--- config.mk ---
export PLATFORM = sky130hd
export DESIGN_NAME = sample_scheduler
export DESIGN_NICKNAME = d
export VERILOG_FILES = /design/src/rtl/sample_scheduler.sv
export SDC_FILE = /design/constraint.sdc
export NUM_CORES = 1
export LEC_CHECK = 0
export ABC_AREA = 1
export CORE_AREA = 2 2 76 78
export CTS_CLUSTER_DIAMETER = 80
export CTS_CLUSTER_SIZE = 10
export DETAILED_ROUTE_END_ITERATION = 6
export DIE_AREA = 0 0 78 80
export PLACE_DENSITY = 0.83
export SYNTH_ARGS = -nofsm -noshare
export SYNTH_HDL_FRONTEND = slang
export SYNTH_SLANG_ARGS = --single-unit
export TNS_END_PERCENT = 100
--- constraint.sdc ---
create_clock -name update_clk -period 2.4 [get_ports update_clk]
set_input_delay 0.48 -clock update_clk [delete_from_list [all_inputs] [get_ports update_clk]]
set_output_delay 0.48 -clock update_clk [all_outputs]
set_load 0.01 [all_outputs]
--- src/rtl/sample_scheduler.sv ---
// Round-robin scheduler that shares one threshold unit between three sample channels.
// Grants a channel, launches the threshold evaluation and records the result or aborts on timeout.
module sample_scheduler #(
   parameter int DATA_W  = 16,
   parameter int TIMEOUT = 15
) (
   input  logic              update_clk,
   input  logic              rst_n,
   input  logic [2:0]        req,
   input  logic [DATA_W-1:0] data_x,
   input  logic [DATA_W-1:0] data_y,
   input  logic [DATA_W-1:0] data_z,
   output logic [2:0]        ack,
   output logic [DATA_W-1:0] thr_data,
   output logic              thr_start,
   input  logic              thr_done,
   input  logic              thr_val,
   output logic [2:0]        flags,
   output logic              flags_valid,
   output logic              busy,
   output logic              timeout_err
);

   localparam int CNT_W = $clog2(TIMEOUT + 1);
   localparam logic [CNT_W-1:0] CNT_LAST = CNT_W'(TIMEOUT - 1);

   typedef enum logic [1:0] {
      IDLE  = 2'd0,
      ISSUE = 2'd1,
      WAIT  = 2'd2
   } state_t;

   state_t            state;
   state_t            state_next;
   logic [1:0]        rr;
   logic [1:0]        chan;
   logic [CNT_W-1:0]  cnt;
   logic              grant_any;
   logic [1:0]        grant_idx;
   logic [DATA_W-1:0] grant_data;

   function automatic logic [1:0] wrap3(input logic [2:0] v);
      return (v >= 3'd3) ? 2'(v - 3'd3) : v[1:0];
   endfunction

   // Lowest search offset from rr wins, so the loop runs backwards and the last hit sticks.
   always_comb begin
      logic [1:0] cand;
      grant_any = 1'b0;
      grant_idx = rr;
      cand      = rr;
      for (int j = 2; j >= 0; j--) begin
         cand = wrap3(3'(rr) + 3'(j));
         if (req[cand]) begin
            grant_any = 1'b1;
            grant_idx = cand;
         end
      end
   end

   always_comb begin
      case (grant_idx)
         2'd1:    grant_data = data_y;
         2'd2:    grant_data = data_z;
         default: grant_data = data_x;
      endcase
   end

   always_ff @(posedge update_clk or negedge rst_n) begin
      if (!rst_n) state <= IDLE;
      else        state <= state_next;
   end

   always_comb begin
      state_next = state;
      case (state)
         IDLE:    if (grant_any) state_next = ISSUE;
         ISSUE:   state_next = WAIT;
         WAIT:    if (thr_done || cnt == CNT_LAST) state_next = IDLE;
         default: state_next = IDLE;
      endcase
   end

   assign busy = (state != IDLE);

   // Pulses default low each cycle; a completed result takes priority over the timeout abort.
   always_ff @(posedge update_clk or negedge rst_n) begin
      if (!rst_n) begin
         rr          <= 2'd0;
         chan        <= 2'd0;
         cnt         <= '0;
         ack         <= 3'b000;
         thr_data    <= '0;
         thr_start   <= 1'b0;
         flags       <= 3'b000;
         flags_valid <= 1'b0;
         timeout_err <= 1'b0;
      end else begin
         ack         <= 3'b000;
         thr_start   <= 1'b0;
         flags_valid <= 1'b0;
         case (state)
            IDLE: begin
               if (grant_any) begin
                  chan     <= grant_idx;
                  thr_data <= grant_data;
                  ack      <= 3'b001 << grant_idx;
               end
            end
            ISSUE: begin
               thr_start <= 1'b1;
               cnt       <= '0;
            end
            WAIT: begin
               if (thr_done) begin
                  flags[chan] <= thr_val;
                  flags_valid <= 1'b1;
                  rr          <= wrap3(3'(chan) + 3'd1);
               end else if (cnt == CNT_LAST) begin
                  timeout_err <= 1'b1;
                  rr          <= wrap3(3'(chan) + 3'd1);
                  cnt         <= cnt + 1'b1;
               end else begin
                  cnt <= cnt + 1'b1;
               end
            end
            default: ;
         endcase
      end
   end

endmodule
==> summary.md <==
| Metric | Value |
|---|---|
| Status | finished clean |
| CP startpoint kind | register |
| CP delay by family, top | adder cells |
| Clk sinks | 35 |
| Critical R2R Capture | thr_data[1] |
| Worst setup startpoint | rr[1] |
| Core area | 0.00541 mm2 |
| Row cnt | 27 |
| Pwr Density | ~2000 mW/mm2 |
| CTS tree | built |
| Slew Viols, Final | 0 |
| Reg2Reg Depth | 11 |
| # diodes | 0 |
| Later-pin clock latency in the skew report | approximately 0.28 ns |
| Yosys warning count | 0 |
| Static Leak | approximately 1.5 nW |
| Initial cell density of the core | 39.1% |
| Min-delay worst type | input pin to asynchronous set/reset pin |
| Util after Layout | between 60% and 70% |
| Reg2reg start | rr[1] |
| Critical path's slowest cell | dfrtp_2 |
| Wire per inst | approximately 13 um |
| Top cells by area, synth | dfrtp_1 (41%), nand2_1 (13%), ha_1 (7.1%), a31o_2 (6.6%), nor2_1 (5.0%) |
| Drt pass-1 iters | 4 |
| GR Util All Layers | roughly 17% |
| DP HPWL | approximately 3.8 mm |
| Port Buf Inserts | 80 |
| CP Max Fanout | 14 |
| Req. time, crit path | around 2.6 ns |
| Synth Cell Area | between 0.002 and 0.0025 mm2 |
| Residual DRC | 0 |
| Die Ht | about 80 um |
| Critical-path cell list | ha_4 > buf_4 > nor2_1 > nor2_4 > nand3_2 > nand2_2 > nand2_2 > ha_4 > bufbuf_16 > a31o_2 > o21ai_0 |
| Via count | 2046 |
| Die area | ~0.0062 mm2 |
| Max_cap viols | 0 |
| Clock tree buffer depth | 2 |
| Worst Max-Slew Pin Slew | just under 0.8 ns |
| Layout Cells excl Fill | ~430 |
| Pin count of the biggest net entering global routing | 36 |
| Setup CP Type | register to register |
| Post-synth top area share | approximately two fifths |
| Rel. slew slack | a little under half |
| Distinct cell type count after synthesis | 22 |
| DP Cell Count | between 400 and 500 |
| Maximum clock frequency | 432 MHz |
| Fillers | roughly 480 |
| Synthesized net count | ~330 |
| DRT Wirelength | between 5 and 6 mm |
| Fin crit period | 2.31 ns |
| Initial detailed-routing violation count | 97 |
| TritonCTS buffer count | 5 |
| Post-CTS Hold Fix Bufs | 0 |
| Layout Nets | about 430 |
| Max VDD drop | approximately 1.2 mV |
| Slowest Stage Delay on Critical Path | 0.45 ns |
| Hold Vio Cnt, Final | 0 |
| FF-to-FF setup slack | 0.09 ns |
| Layout cell share with drive strength beyond 1 | between 20% and 30% |
| Grt ovf | 0 |
| Flop and latch count out of synthesis | 35 |
| P&R area growth vs syn | 56.2% |
| Synth Instances | around 260 |
| Leading cell types in the layout, fill and taps excluded | clkdlybuf4s50_1 (79), nand2_1 (74), dfrtp_1 (34), nor2_1 (27), inv_1 (24) |
| WP buf/inv | 2 |
| Vias per inst | between 4 and 5 |
| Biggest area consumer among synthesized cells | dfrtp_1 |
| Worst Path Arrival | ~2.5 ns |
| Worst Setup End Kind | register |
| Root Buffer | clkbuf_8 |
| Clk pin slew, worst setup/hold paths | ~0.070 ns |
| First-pass GRT wire length | between 8 and 9 mm |
| Post-Synthesis Mean Instance Area | between 8 and 9 um2 |
| Chip width | between 70 and 80 um |
| DRT antenna net count | 0 |
| # IOs | 81 |
| Post-synthesis sequential area ratio | about 41% |
| Initial antenna violation count | 0 |
| Vias in the first global route | about 1800 |
| GP Congestion | 0.802 |
| Most common cell after layout, fill and taps aside | clkdlybuf4s50_1 |
| Period Utilization, post-route | a little over nine tenths |
| Final clock skew | about 0.0054 ns |
| H-Tree Depth | 2 |
| Final setup viols | 0 |
==> synthesized netlist by cell type (all sizes together) <==
cell type / number
nand2: 89
dfrtp: 35
inv: 29
nor2: 29
o21ai: 23
a31o: 16
nand3: 13
ha: 12
buf: 7
clkbuf: 4
a21oi: 2
xor2: 2
nand4: 1
o21bai: 1
o22ai: 1
==> worst max-delay path by stage <==
stage	to	slack, ns	cells past startpoint
after floorplan	thr_data[12]	0.02	13
after global placement	thr_data[6]	-0.09	15
after detailed placement	thr_data[2]	-0.20	13
after CTS	thr_data[9]	0.004	17
after global routing	thr_data[9]	-0.03	15
final	thr_data[1]	0.09	11
==> sequential cells by signal, indices dropped and copies added (netlist names) <==
register,count
thr_data,16
cnt,4
ack,3
flags,3
chan,2
rr,2
state,2
flags_valid,1
thr_start,1
timeout_err,1
==> report_power, final <==
part | leakage (nW) | internal (W) | switching (W)
Sequential | 0.444 | 0.000875 | 0.000171
Combinational | 1.04 | 0.00274 | 0.00248
Clock | 0.0422 | 0.000204 | 0.000205
Total | 1.52 | 0.00382 | 0.00285
==> layer usage <==
metal	up-vias	routed length, um	share of wire, %	GRT usage, %
met5	-	0	0	0
met4	0	116	2.1	5.96
met3	13	297	5.3	4.30
met2	64	2760	49	28.5
met1	941	2400	43	21.0
li1	1028	-	-	-
==> stage by stage <==
stage | setup TNS [ns] | hold WS (ns) | power (W) | setup slack [ns] | instance area, um2
floorplan | 0 | 0.184 | 0.00398 | 0.0242 | 2110
global placement | -1.21 | 0.464 | 0.00519 | -0.0875 | 3040
detailed placement | -2.31 | 0.464 | 0.00532 | -0.204 | 3040
CTS | 0 | 0.298 | 0.00623 | 0.00360 | 3190
global route | -0.168 | 0.339 | 0.00719 | -0.0348 | 3300
finish | 0 | 0.274 | 0.00667 | 0.0856 | 3300
==> kinds of logic (layout without fill, tap and decap cells) <==
family | Yosys count | after routing | synth area share (%)
AND/OR/NAND/NOR | 132 | 132 | 26.4
AO/OA/AOI/OAI | 43 | 43 | 15.0
buffers and inverters | 40 | 136 | 9.23
flip-flops | 35 | 35 | 41.4
adder cells (fa/ha/maj) | 12 | 12 | 7.10
XOR/XNOR | 2 | 2 | 0.829
==> what timing repair did <==
item / in CTS / in global routing
gates cloned: 1 / 2
resized for setup: 6 / 27
setup endpoints to repair: 16 / 16
pin swaps: 0 / 4
buffers inserted: 0 / 2
==> area by class of cell <==
cell class | instances | area, um2 | share of cell area, %
repair buffers | 99 | 1000 | 30.4
clock inverters | 1 | 5.00 | 0.152
inverters | 29 | 111 | 3.37
clock buffers | 7 | 76.3 | 2.31
flip-flops and latches | 35 | 877 | 26.6
well taps | 72 | 90.1 | 2.73
multi-input cells | 189 | 1140 | 34.5
No activity file was read; power rests on OpenSTA's default activity.
